**src/rtl/uart_arb_pkg.sv**
```systemverilog
// Shared types for the UART transmit arbiter: FSM state encoding and owner codes.
package uart_arb_pkg;

  typedef enum logic [1:0] {
    IDLE      = 2'd0,
    START     = 2'd1,
    WAIT_DONE = 2'd2
  } arb_state_e;

  localparam logic OWNER_REQ0 = 1'b0;
  localparam logic OWNER_REQ1 = 1'b1;

endpackage

```
**src/rtl/uart_tx_arbiter_if.sv**
```systemverilog
// Bundle of requester handshakes and transmitter control seen by the arbiter.
// slave = arbiter side, master = requesters/transmitter side.
interface uart_tx_arbiter_if #(
  parameter int ANCHO = 8
);
  logic             req0_valid_i;
  logic [ANCHO-1:0] req0_data_i;
  logic             req0_ready_o;
  logic             req1_valid_i;
  logic [ANCHO-1:0] req1_data_i;
  logic             req1_ready_o;
  logic             tx_busy_i;
  logic             tx_done_i;
  logic             tx_start_o;
  logic [ANCHO-1:0] tx_data_o;
  logic             sel_o;
  logic             timeout_o;

  modport slave (
    input  req0_valid_i, req0_data_i, req1_valid_i, req1_data_i, tx_busy_i, tx_done_i,
    output req0_ready_o, req1_ready_o, tx_start_o, tx_data_o, sel_o, timeout_o
  );

  modport master (
    output req0_valid_i, req0_data_i, req1_valid_i, req1_data_i, tx_busy_i, tx_done_i,
    input  req0_ready_o, req1_ready_o, tx_start_o, tx_data_o, sel_o, timeout_o
  );
endinterface

```
**src/rtl/uart_rr_picker.sv**
```systemverilog
// Two-way round-robin picker: on a tie the requester that did not win last time goes.
module uart_rr_picker
  import uart_arb_pkg::*;
(
  input  logic valid0_i,
  input  logic valid1_i,
  input  logic last_i,
  output logic winner_o,
  output logic any_valid_o
);

  always_comb begin
    any_valid_o = valid0_i | valid1_i;
    if (valid0_i && valid1_i) begin
      winner_o = ~last_i;
    end else if (valid1_i) begin
      winner_o = OWNER_REQ1;
    end else begin
      winner_o = OWNER_REQ0;
    end
  end

endmodule

```
**src/rtl/uart_tx_arbiter.sv**
```systemverilog
// Round-robin sharing of one UART transmitter between two requesters.
// Optional watchdog on WAIT_DONE enabled by defining UART_ARB_TIMEOUT_EN.
module uart_tx_arbiter
  import uart_arb_pkg::*;
#(
  parameter int ANCHO       = 8,
  parameter int TIMEOUT_CYC = 200000
) (
  input  logic               clk_i,
  input  logic               rst_i,
  uart_tx_arbiter_if.slave   bus,
  output arb_state_e         state_o
);

  arb_state_e       r_state;
  arb_state_e       w_next;
  logic [ANCHO-1:0] r_data;
  logic             r_sel;
  logic             r_last;

  logic w_winner;
  logic w_any;
  logic w_accept;
  logic w_release;
  logic w_start;
  logic w_timeout;
  logic w_ready0;
  logic w_ready1;

  uart_rr_picker u_picker (
    .valid0_i    (bus.req0_valid_i),
    .valid1_i    (bus.req1_valid_i),
    .last_i      (r_last),
    .winner_o    (w_winner),
    .any_valid_o (w_any)
  );

`ifdef UART_ARB_TIMEOUT_EN
  localparam int CNT_W = (TIMEOUT_CYC > 2) ? $clog2(TIMEOUT_CYC) : 1;
  localparam logic [CNT_W-1:0] CNT_LAST = CNT_W'(TIMEOUT_CYC - 1);

  logic [CNT_W-1:0] r_cnt;

  // Counter restarts while in START so it reads zero on the first WAIT_DONE cycle.
  always_ff @(posedge clk_i or posedge rst_i) begin
    if (rst_i) begin
      r_cnt <= '0;
    end else if (r_state == START) begin
      r_cnt <= '0;
    end else if (r_state == WAIT_DONE) begin
      r_cnt <= r_cnt + 1'b1;
    end
  end
`else
  localparam int unused_timeout_cyc = TIMEOUT_CYC;
`endif

  // Handshake: ready is combinational and goes to at most one requester, only in
  // IDLE with the transmitter not busy; a transfer is valid & ready on that cycle,
  // and the data is sampled only then. Dropping valid before ready has no effect.
  always_comb begin
    w_next    = r_state;
    w_accept  = 1'b0;
    w_release = 1'b0;
    w_start   = 1'b0;
    w_timeout = 1'b0;
    w_ready0  = 1'b0;
    w_ready1  = 1'b0;
    case (r_state)
      IDLE: begin
        if (!bus.tx_busy_i && w_any) begin
          w_accept = 1'b1;
          w_ready0 = (w_winner == OWNER_REQ0);
          w_ready1 = (w_winner == OWNER_REQ1);
          w_next   = START;
        end
      end
      START: begin
        w_start = 1'b1;
        w_next  = WAIT_DONE;
      end
      WAIT_DONE: begin
        if (bus.tx_done_i) begin
          w_release = 1'b1;
          w_next    = IDLE;
        end
`ifdef UART_ARB_TIMEOUT_EN
        else if (r_cnt == CNT_LAST) begin
          w_timeout = 1'b1;
          w_release = 1'b1;
          w_next    = IDLE;
        end
`endif
      end
      default: w_next = IDLE;
    endcase
  end

  always_ff @(posedge clk_i or posedge rst_i) begin
    if (rst_i) begin
      r_state <= IDLE;
      r_data  <= '0;
      r_sel   <= OWNER_REQ0;
      r_last  <= OWNER_REQ1;
    end else begin
      r_state <= w_next;
      if (w_accept) begin
        r_data <= (w_winner == OWNER_REQ1) ? bus.req1_data_i : bus.req0_data_i;
        r_sel  <= w_winner;
      end
      if (w_release) begin
        r_last <= r_sel;
      end
    end
  end

  // Ready is masked by reset so requesters never see a grant while it is held.
  assign bus.req0_ready_o = w_ready0 & ~rst_i;
  assign bus.req1_ready_o = w_ready1 & ~rst_i;
  assign bus.tx_start_o   = w_start;
  assign bus.tx_data_o    = r_data;
  assign bus.sel_o        = r_sel;
  assign bus.timeout_o    = w_timeout;
  assign state_o          = r_state;

endmodule

```
**src/flat_wrapper.sv**
```systemverilog
// flat-port wrapper written by rule: the top's interface ports become plain ports
module uart_tx_arbiter_flat import uart_arb_pkg::*;
#(
  parameter int ANCHO       = 8,
  parameter int TIMEOUT_CYC = 200000
)
  (clk_i, rst_i, state_o, bus_req0_valid_i, bus_req0_data_i, bus_req1_valid_i, bus_req1_data_i, bus_tx_busy_i, bus_tx_done_i, bus_req0_ready_o, bus_req1_ready_o, bus_tx_start_o, bus_tx_data_o, bus_sel_o, bus_timeout_o);
  uart_tx_arbiter_if #(.ANCHO(ANCHO)) bus_i ();
  input  logic clk_i;
  input  logic rst_i;
  output arb_state_e state_o;
  input wire logic [$bits(bus_i.req0_valid_i)-1:0] bus_req0_valid_i;
  input wire logic [$bits(bus_i.req0_data_i)-1:0] bus_req0_data_i;
  input wire logic [$bits(bus_i.req1_valid_i)-1:0] bus_req1_valid_i;
  input wire logic [$bits(bus_i.req1_data_i)-1:0] bus_req1_data_i;
  input wire logic [$bits(bus_i.tx_busy_i)-1:0] bus_tx_busy_i;
  input wire logic [$bits(bus_i.tx_done_i)-1:0] bus_tx_done_i;
  output wire logic [$bits(bus_i.req0_ready_o)-1:0] bus_req0_ready_o;
  output wire logic [$bits(bus_i.req1_ready_o)-1:0] bus_req1_ready_o;
  output wire logic [$bits(bus_i.tx_start_o)-1:0] bus_tx_start_o;
  output wire logic [$bits(bus_i.tx_data_o)-1:0] bus_tx_data_o;
  output wire logic [$bits(bus_i.sel_o)-1:0] bus_sel_o;
  output wire logic [$bits(bus_i.timeout_o)-1:0] bus_timeout_o;
  assign bus_i.req0_valid_i = bus_req0_valid_i;
  assign bus_i.req0_data_i = bus_req0_data_i;
  assign bus_i.req1_valid_i = bus_req1_valid_i;
  assign bus_i.req1_data_i = bus_req1_data_i;
  assign bus_i.tx_busy_i = bus_tx_busy_i;
  assign bus_i.tx_done_i = bus_tx_done_i;
  assign bus_req0_ready_o = bus_i.req0_ready_o;
  assign bus_req1_ready_o = bus_i.req1_ready_o;
  assign bus_tx_start_o = bus_i.tx_start_o;
  assign bus_tx_data_o = bus_i.tx_data_o;
  assign bus_sel_o = bus_i.sel_o;
  assign bus_timeout_o = bus_i.timeout_o;
  uart_tx_arbiter #(.ANCHO(ANCHO), .TIMEOUT_CYC(TIMEOUT_CYC)) u_core (.clk_i(clk_i), .rst_i(rst_i), .bus(bus_i), .state_o(state_o));
endmodule
```
**config.mk**
```make
export PLATFORM = sky130hd
export DESIGN_NAME = uart_tx_arbiter_flat
export DESIGN_NICKNAME = d
export VERILOG_FILES = /design/src/rtl/uart_arb_pkg.sv /design/src/rtl/uart_tx_arbiter_if.sv /design/src/rtl/uart_rr_picker.sv /design/src/rtl/uart_tx_arbiter.sv /design/src/flat_wrapper.sv
export SDC_FILE = /design/constraint.sdc
export NUM_CORES = 1
export LEC_CHECK = 0
export BUFFER_PORTS_ARGS = -buffer_cell sky130_fd_sc_hd__buf_2
export CAP_MARGIN = 20
export CORE_AREA = 5 5 42 44
export CTS_BUF_LIST = sky130_fd_sc_hd__clkbuf_2
export CTS_CLUSTER_SIZE = 14
export DETAILED_ROUTE_END_ITERATION = 10
export DIE_AREA = 0 0 47 49
export HOLD_SLACK_MARGIN = 0.15
export PLACE_DENSITY = 0.83
export SKIP_LAST_GASP = 1
export SYNTH_ARGS = -nofsm -noshare
export SYNTH_HDL_FRONTEND = slang
export SYNTH_SLANG_ARGS = --single-unit
```
**constraint.sdc**
```tcl
create_clock -name clk_i -period 3.1 [get_ports clk_i]
set_clock_uncertainty 0.15 [all_clocks]
set_input_delay 0.93 -clock clk_i [delete_from_list [all_inputs] [get_ports clk_i]]
set_output_delay 0.93 -clock clk_i [all_outputs]
set_load 0.02 [all_outputs]
```
==> impl_metrics.tcl, run 1 <==
set metrics [dict create \
    outcome "completed" \
    dieArea_mm2 0.00230 \
    synth_top_area_share_pct 46.5 \
    antenna_found_initial 0 \
    timing.rr.end "u_core.bus.tx_data_o[0]$_DFFE_PP0P_" \
    initial_core_util_pct 42.2 \
    synth_cell_types 23 \
    hpwl_um 1210 \
    cts_resized 0 \
    cts_setup_buffers 0 \
    timing.final.crit_share_pct 93.8 \
    wl_met3_um 173 \
    drcViolationCount 0 \
    rr_startpoint "u_core.state_o[0]$_DFFE_PP0P_" \
    clock_sinks 12 \
    min-delay-start "u_core.bus.sel_o$_DFFE_PP0P_" \
    hold_viol_final 0 \
    hp-class "reg2reg" \
    nets 109 \
    cts_max_level 1 \
    numPortBuffers 35 \
    met2WireLength_um 776 \
    synth_top_area_cell "dfrtp_1" \
    min_delay_path_depth 1 \
    cp.required_ns 2.02 \
    grt_pass1_wl_um 2490 \
    multiInputGateArea_um2 268 \
    wl_per_cell_um 15.7 \
    synth_nets 71 \
    viasPerCell 5.56 \
    synthArstFlopShare_pct 100 \
    syn_area_per_cell_um2 12.1 \
    yosysMostFrequentCell "dfrtp_1" \
    critPathKind "in2out" \
    finalSetupViolCount 0 \
    tritoncts "built" \
    clk-insertion-delay-late_ns 0.25 \
    overflow 0 \
    routabilityCongestion 0.704 \
    wl_met1_um 638 \
    die_h_um 49 \
    seq_area_um2 302 \
    dieWidth_um 47 \
    rrSetupSlack_ns 1.60 \
    slew_violations 0 \
    seq_area_frac_synth_pct 51.0 \
    grt_usage_pct 14.6 \
    grt_max_degree 13 \
    syn_inst 49 \
    dr.pass1.iters 4 \
    fill_cells 135 \
    vias 567 \
    synth.top_cells.by_area "dfrtp_1, a2bb2oi_1, o32ai_1" \
    hold_end "u_core.bus.sel_o$_DFFE_PP0P_" \
    fin_tns_setup_ns 0 \
    ir_worst_vdd_v 0.000410 \
    core-area_mm2 0.00140 \
    relSlewSlack_pct 57.5 \
    fin_crit_ns 2.91 \
    drtIter0Drc 16 \
    worst_slew_pin_slew_ns 0.637 \
    clockBufferDepth 2 \
    ys_top_cells_by_count "dfrtp_1, a2bb2oi_1, o32ai_1, clkbuf_1, nor2b_1" \
    rows 14 \
    antenna_cells 0 \
    power.density_mw_per_mm2 828 \
    top_layer_used "met4" \
    drtAntennaViolNets 0 \
    io_pins 37 \
    cts_inserted_buffers 3 \
    grt_pass1_vias 574 \
    rsz0062_at_grt "false" \
    holdBufCountCts 0 \
    power_uw 661 \
    synth_edf_count 0 \
    max_freq_mhz 344 \
    area_growth_syn_to_layout_pct 34.9 \
    clk_pin_slew_ns 0.11 \
    syn_area_um2 592 \
    endpoint_kind "primary output" \
    synth_ff_type "dfrtp_1" \
    ys_seq_elements 12 \
    yosysWarnings 0 \
    wl_um 1600 \
    drive_gt1_share_pct 53.5 \
    p_leak_nw 0.382 \
    rr_worst_depth 3 \
    maxCapViolCount 0 \
    cp_data_arrival_time_ns 1.83 \
    cts_root_buf "clkbuf_2" \
    cp_max_fo 4 \
    critPathLaunchType "input port" \
]
[logic make-up (layout without fill, tap and decap cells)]
family | after synthesis | in the layout | share of synthesized area (%)
AND/OR/NAND/NOR | 12 | 12 | 15.9
other | 1 | 1 | 0.634
flip-flops | 12 | 12 | 51.0
buffers and inverters | 5 | 42 | 3.81
AO/OA/AOI/OAI | 18 | 18 | 26.9
multiplexers | 1 | 1 | 1.90
[critical path, stage by stage]
cell    delay [ns]
buf_2         0.11
or3_4         0.37
nor4_1        0.21
buf_2         0.20
[power breakdown]
group / internal (mW) / switching [mW] / total (mW)
clock: 0.0280 / 0.0499 / 0.0779
combinational: 0.132 / 0.178 / 0.311
sequential: 0.227 / 0.0452 / 0.272
[routing by layer]
metal	global-route usage (%)	vias up
li1	-	266
met1	17.9	266
met2	23.3	31
met3	5.17	4
met4	4.15	0
met5	0	-
[cells in the final DEF, fill, tap and decap left out, types with 2 or more instances in the layout]
| master | count |
|---|---|
| buf_2 | 35 |
| a2bb2oi_1 | 8 |
| clkinv_1 | 2 |
| o32ai_1 | 8 |
| clkbuf_2 | 3 |
| nor2b_1 | 2 |
| dfrtp_1 | 11 |
[area by class of cell]
class / count / area share (%)
Multi-Input combinational cell: 32 / 33.5
Clock inverter: 1 / 0.470
Inverter: 2 / 0.940
Sequential cell: 12 / 37.8
Clock buffer: 3 / 1.88
Tap cell: 16 / 2.51
Timing Repair Buffer: 36 / 22.9
[state kept, by name, summed over array words and instances (netlist names)]
name	flops
u_core.bus.tx_data_o	8
u_core.r_last	1
u_core.bus.sel_o	1
u_core.state_o	2
[through the flow]
step | instances | util (%) | cell area (um^2) | hold WS, ns | setup slack, ns
floorplan | 49 | - | 592 | 0.462 | 0.0192
global placement | 98 | 55.6 | 779 | 0.350 | 0.170
detailed placement | 98 | 55.6 | 779 | 0.365 | 0.183
CTS | 102 | 57.0 | 798 | 0.394 | 0.183
global route | 102 | 57.0 | 798 | 0.434 | 0.151
finish | 102 | 57.0 | 798 | 0.391 | 0.192
[how the worst max path moves through the flow]
stage,start,endpoint,slack [ns],cells after the start
after CTS,bus_tx_busy_i,bus_req0_ready_o,0.18,4
final,bus_tx_busy_i,bus_req0_ready_o,0.19,4
after detailed placement,bus_tx_busy_i,bus_req0_ready_o,0.18,4
after global placement,bus_tx_busy_i,bus_req0_ready_o,0.17,4
after global routing,bus_req1_valid_i,bus_req0_ready_o,0.15,4
after floorplan,bus_tx_busy_i,bus_req0_ready_o,0.02,2
Power figures use the tool's default switching activity.
==> inputs of run 2 (changes only) <==
- CORE_AREA: 5 5 42 44 -> 5 5 44 46
- CTS_BUF_LIST: sky130_fd_sc_hd__clkbuf_2 -> sky130_fd_sc_hd__clkbuf_16
- DIE_AREA: 0 0 47 49 -> 0 0 49 51
- PLACE_DENSITY: 0.83 -> 0.76
==> run 2 against run 1 <==
Against the previous run: critical path depth did not move; global-route usage fell by 0.22 points; final cell count did not move; design area rose by 7.5%; sequential power barely moved; largest power group unchanged; worst setup slack got worse by 0.019 ns; clock power rose to 3.0 times the previous value; register-to-register slack got worse by 0.04 ns; non-clock buffer count did not move.
==> impl_metrics.tcl, run 2 (synthesis results as in run 1) <==
set metrics [dict create \
    outcome "completed" \
    dpl_cell_area_um2 779 \
    antenna_cells 0 \
    power.density_mw_per_mm2 955 \
    wl_per_cell_um 15.8 \
    nets 109 \
    cts_setup_buffers 0 \
    cp_data_arrival_time_ns 1.85 \
    hp-class "reg2reg" \
    clockBufferDepth 2 \
    seq_area_um2 302 \
    area_growth_syn_to_layout_pct 45.0 \
    viasPerCell 5.57 \
    wl_um 1610 \
    drtIter0Drc 7 \
    core-area_mm2 0.00147 \
    grt_pass1_wl_um 2750 \
    p_leak_nw 0.406 \
    power_uw 820 \
    seq_power_share_pct 33.3 \
    clock_sinks 12 \
    die_h_um 51 \
    overflow 0 \
    clk-insertion-delay-late_ns 0.24 \
    grt_usage_pct 14.4 \
    vias 568 \
    critPathKind "in2out" \
    rr_startpoint "u_core.state_o[0]$_DFFE_PP0P_" \
    slew_violations 0 \
    dr.pass1.iters 4 \
    hold_viol_final 0 \
    setup.worst_path.end "bus_req0_ready_o" \
    drtAntennaViolNets 0 \
    cts_resized 0 \
    ir_worst_vdd_v 0.000544 \
    hpwl_um 1200 \
    crit_chain "buf_2 > nor2b_1 > nor4_1 > buf_2" \
    fin_crit_ns 2.93 \
    final_cell_mix "buf_2, dfrtp_1, o32ai_1, a2bb2oi_1, clkbuf_16" \
    routabilityCongestion 0.695 \
    cts_inserted_buffers 3 \
    drcViolationCount 0 \
    slowest_stage "nor2b_1" \
    rrSetupSlack_ns 1.56 \
    rr_worst_depth 3 \
    endpoint_kind "primary output" \
    min-delay-start "u_core.bus.tx_data_o[4]$_DFFE_PP0P_" \
    timing.final.crit_share_pct 94.4 \
    cts_root_buf "clkbuf_16" \
    largest_reg_flops 8 \
    drive_gt1_share_pct 53.5 \
    numPortBuffers 35 \
    dieArea_mm2 0.00250 \
    timing.rr.end "u_core.bus.sel_o$_DFFE_PP0P_" \
    rows 14 \
    rsz0062_at_grt "false" \
    dieWidth_um 49 \
    grt_max_degree 13 \
    multiInputGateArea_um2 268 \
    cp_common_cell "buf_2" \
    final_area_um2 858 \
    finalSetupViolCount 0 \
    cp_max_fo 9 \
    relSlewSlack_pct 54.8 \
    max_freq_mhz 342 \
    tritoncts "built" \
    holdBufCountCts 0 \
    p_int_uw 530 \
    fin_tns_setup_ns 0 \
    worst_slew_pin_slew_ns 0.677 \
    comb_power_share_pct 38.5 \
    clk_pin_slew_ns 0.04 \
    cts_max_level 1 \
    max_stage_delay_ns 0.55 \
    antenna_found_initial 0 \
    critPathLaunchType "input port" \
    final_common_cell "buf_2" \
    grt_pass1_vias 601 \
    initial_core_util_pct 40.2 \
    cp.required_ns 2.02 \
    crit_start "bus_req1_valid_i" \
    utilization_pct 58.3 \
    fill_cells 134 \
    maxCapViolCount 0 \
    p_sw_uw 290 \
    power.share.clock_pct 28.3 \
    sw_frac_of_total_pct 35.3 \
    io_pins 37 \
]
## run 2: changes by cell type in the layout (fill, tap and decap cells not counted)
cell / before / now
clkbuf_2: 3 / 0
clkbuf_16: 0 / 3
## run 2: power groups by stage
stage / Clock [mW] / Combinational, mW / Sequential (mW)
floorplan: 0 / 0.135 / 0.344
global placement: 0 / 0.309 / 0.271
detailed placement: 0 / 0.315 / 0.272
CTS: 0.239 / 0.319 / 0.272
global route: 0.246 / 0.340 / 0.284
finish: 0.232 / 0.315 / 0.273
## run 2: stage by stage
stage	setup WS, ns	hold WS [ns]	cells
2_1_floorplan	0.0192	0.462	49
3_3_place_gp	0.181	0.356	98
3_5_place_dp	0.174	0.378	98
4_1_cts	0.159	0.395	102
5_1_grt	0.0731	0.417	102
6_report	0.172	0.390	102
## run 2: worst max-delay path: cells and delay by family
kind	cells	cell delay [ns]
buffers and inverters	2	0.28
AND/OR/NAND/NOR	2	0.64
## run 2: routing by layer
| metal | global-route usage (%) | part of all wire (%) | vias up |
|---|---|---|---|
| met1 | 17.9 | 43 | 260 |
| met4 | 8.52 | 2.2 | 0 |
| met5 | 0 | 0 | - |
| li1 | - | - | 267 |
| met2 | 21.1 | 46 | 33 |
| met3 | 5.52 | 9.6 | 8 |
## run 2: how the worst min path moves through the flow
stage                                           to  slack (ns)  cells past startpoint
6_report       u_core.bus.tx_data_o[4]$_DFFE_PP0P_        0.39                      1
5_1_grt        u_core.bus.tx_data_o[6]$_DFFE_PP0P_        0.42                      1
4_1_cts        u_core.bus.tx_data_o[4]$_DFFE_PP0P_        0.39                      1
3_5_place_dp   u_core.bus.tx_data_o[6]$_DFFE_PP0P_        0.38                      1
3_3_place_gp          u_core.bus.sel_o$_DFFE_PP0P_        0.36                      1
2_1_floorplan            u_core.r_last$_DFFE_PP1P_        0.46                      1
## run 2: layout make-up
class / count / area share (%)
clock buffer: 3 / 8.75
clock inverter: 1 / 0.437
inverter: 2 / 0.875
multi-input combinational: 32 / 31.2
sequential: 12 / 35.1
tap: 16 / 2.33
timing repair buffer: 36 / 21.3
==> inputs of run 3 (changes only) <==
- CAP_MARGIN: 20 -> default
- REMOVE_ABC_BUFFERS: default -> 1
==> run 3 against run 2 <==
Against the previous run: register-to-register slack hardly changed; hold slack worse by 0.00085 ns; clock power hardly changed; sequential cell count did not move; global-route usage fell by 0.70 points; worst setup slack improved by 0.0055 ns; final cell count stayed put; routed wire length about the same.
==> impl_metrics.tcl, run 3 (synthesis results as in run 1) <==
set metrics [dict create \
    cp_common_cell "buf_2" \
    crit_family "simple AND/OR/NAND/NOR gates" \
    max_freq_mhz 342 \
    dieWidth_um 49 \
    overflow 0 \
    hp-class "reg2reg" \
    seq_area_um2 302 \
    top_layer_used "met4" \
    wl_met3_um 169 \
    multiInputGateArea_um2 268 \
    grt_max_degree 13 \
    cts_inserted_buffers 3 \
    critPathKind "in2out" \
    pre_cts_ws_ns 0.160 \
    wl_um 1610 \
    timing.rr.end "u_core.bus.sel_o$_DFFE_PP0P_" \
    timing.final.crit_share_pct 94.3 \
    cts_root_buf "clkbuf_16" \
    outcome "completed" \
    slew_violations 0 \
    wl_met1_um 630 \
    cts_setup_buffers 0 \
    drtAntennaViolNets 0 \
    cp_max_fo 4 \
    core-area_mm2 0.00147 \
    hpwl_um 1210 \
    cp.required_ns 2.02 \
    power.density_mw_per_mm2 951 \
    viasPerCell 5.49 \
    numPortBuffers 35 \
    worst_slew_pin_slew_ns 0.666 \
    clk_pin_slew_ns 0.04 \
    antenna_found_initial 0 \
    crit_chain "buf_2 > or3_4 > nor4_1 > buf_2" \
    fin_crit_ns 2.92 \
    cts_max_level 1 \
    final_common_cell "buf_2" \
    dr.pass1.iters 4 \
    fin_tns_setup_ns 0 \
    die_h_um 51 \
    endpoint_kind "primary output" \
    cts_resized 0 \
    largest_reg_flops 8 \
    min_delay_path_depth 1 \
    holdBufCountCts 0 \
    grt_pass1_wl_um 2650 \
    rr_startpoint "u_core.state_o[0]$_DFFE_PP0P_" \
    finalSetupViolCount 0 \
    final_cell_mix "buf_2, dfrtp_1, o32ai_1, a2bb2oi_1, clkbuf_16" \
    routabilityCongestion 0.673 \
    finalWorstSetupSlack_ns 0.178 \
    rows 14 \
    maxCapViolCount 0 \
    area_growth_syn_to_layout_pct 45.0 \
    tritoncts "built" \
    antenna_cells 0 \
    ir_worst_vdd_v 0.000470 \
    clock_sinks 12 \
    hold_end "u_core.bus.tx_data_o[3]$_DFFE_PP0P_" \
    cp_data_arrival_time_ns 1.84 \
    critPathLaunchType "input port" \
    met2WireLength_um 757 \
    holdWs_ns 0.389 \
    rrSetupSlack_ns 1.57 \
    max_stage_delay_ns 0.37 \
    dieArea_mm2 0.00250 \
    relSlewSlack_pct 55.5 \
    critPathBufInv 2 \
    hold_viol_final 0 \
    p_leak_nw 0.406 \
    nets 109 \
    min-delay-start "u_core.bus.tx_data_o[3]$_DFFE_PP0P_" \
    drcViolationCount 0 \
    slowest_stage "or3_4" \
    rr_worst_depth 3 \
    vias 560 \
    drive_gt1_share_pct 53.5 \
    grt_usage_pct 13.7 \
    io_pins 37 \
    clk-insertion-delay-late_ns 0.24 \
    rsz0062_at_grt "false" \
    clockBufferDepth 2 \
    drtIter0Drc 9 \
    fill_cells 126 \
    initial_core_util_pct 40.2 \
    wl_per_cell_um 15.8 \
    grt_pass1_vias 588 \
]
-- run 3: cell counts in the layout (fill, tap and decap cells not counted) --
No cell type changed its count.
-- run 3: cell type report --
class	count	share of cell area, %
clock buffers	3	8.75
clock inverters	1	0.437
inverters	2	0.875
multi-input cells	32	31.2
flip-flops and latches	12	35.1
well taps	16	2.33
repair buffers	36	21.3
-- run 3: report_power, final --
part | internal [mW] | switching [mW] | total [mW]
logic | 0.133 | 0.179 | 0.312
registers | 0.228 | 0.0434 | 0.272
clock network | 0.169 | 0.0639 | 0.233
total | 0.530 | 0.286 | 0.817
-- run 3: worst max-delay path by stage --
| stage | start | end | slack (ns) | cells after the start |
|---|---|---|---|---|
| after detailed placement | bus_tx_busy_i | bus_req0_ready_o | 0.16 | 4 |
| final | bus_tx_busy_i | bus_req0_ready_o | 0.18 | 4 |
| after global placement | bus_tx_busy_i | bus_req0_ready_o | 0.18 | 4 |
| after global routing | bus_tx_busy_i | bus_req0_ready_o | 0.11 | 4 |
| after floorplan | bus_tx_busy_i | bus_req0_ready_o | 0.02 | 2 |
| after CTS | bus_tx_busy_i | bus_req0_ready_o | 0.15 | 4 |
-- run 3: metal layers --
layer	global-route usage (%)	vias to the layer above
li1	-	266
met1	14.9	256
met2	21.5	30
met3	5.81	8
met4	9.42	0
met5	0	-
-- run 3: worst register-to-register path, cell delays in order, from the launching register on --
cell,delay (ns)
dfrtp_1,0.42
nor3_2,0.52
nand2_1,0.15
o2bb2ai_1,0.16
-- run 3: through the flow --
step           instance area [um^2]  total power, mW  instances  utilization [%]
3_3_place_gp                    779            0.579         98             53.0
6_report                        858            0.817        102             58.3
5_1_grt                         858            0.865        102             58.3
2_1_floorplan                   577            0.475         46                -
4_1_cts                         858            0.825        102             58.3
3_5_place_dp                    779            0.586         98             53.0
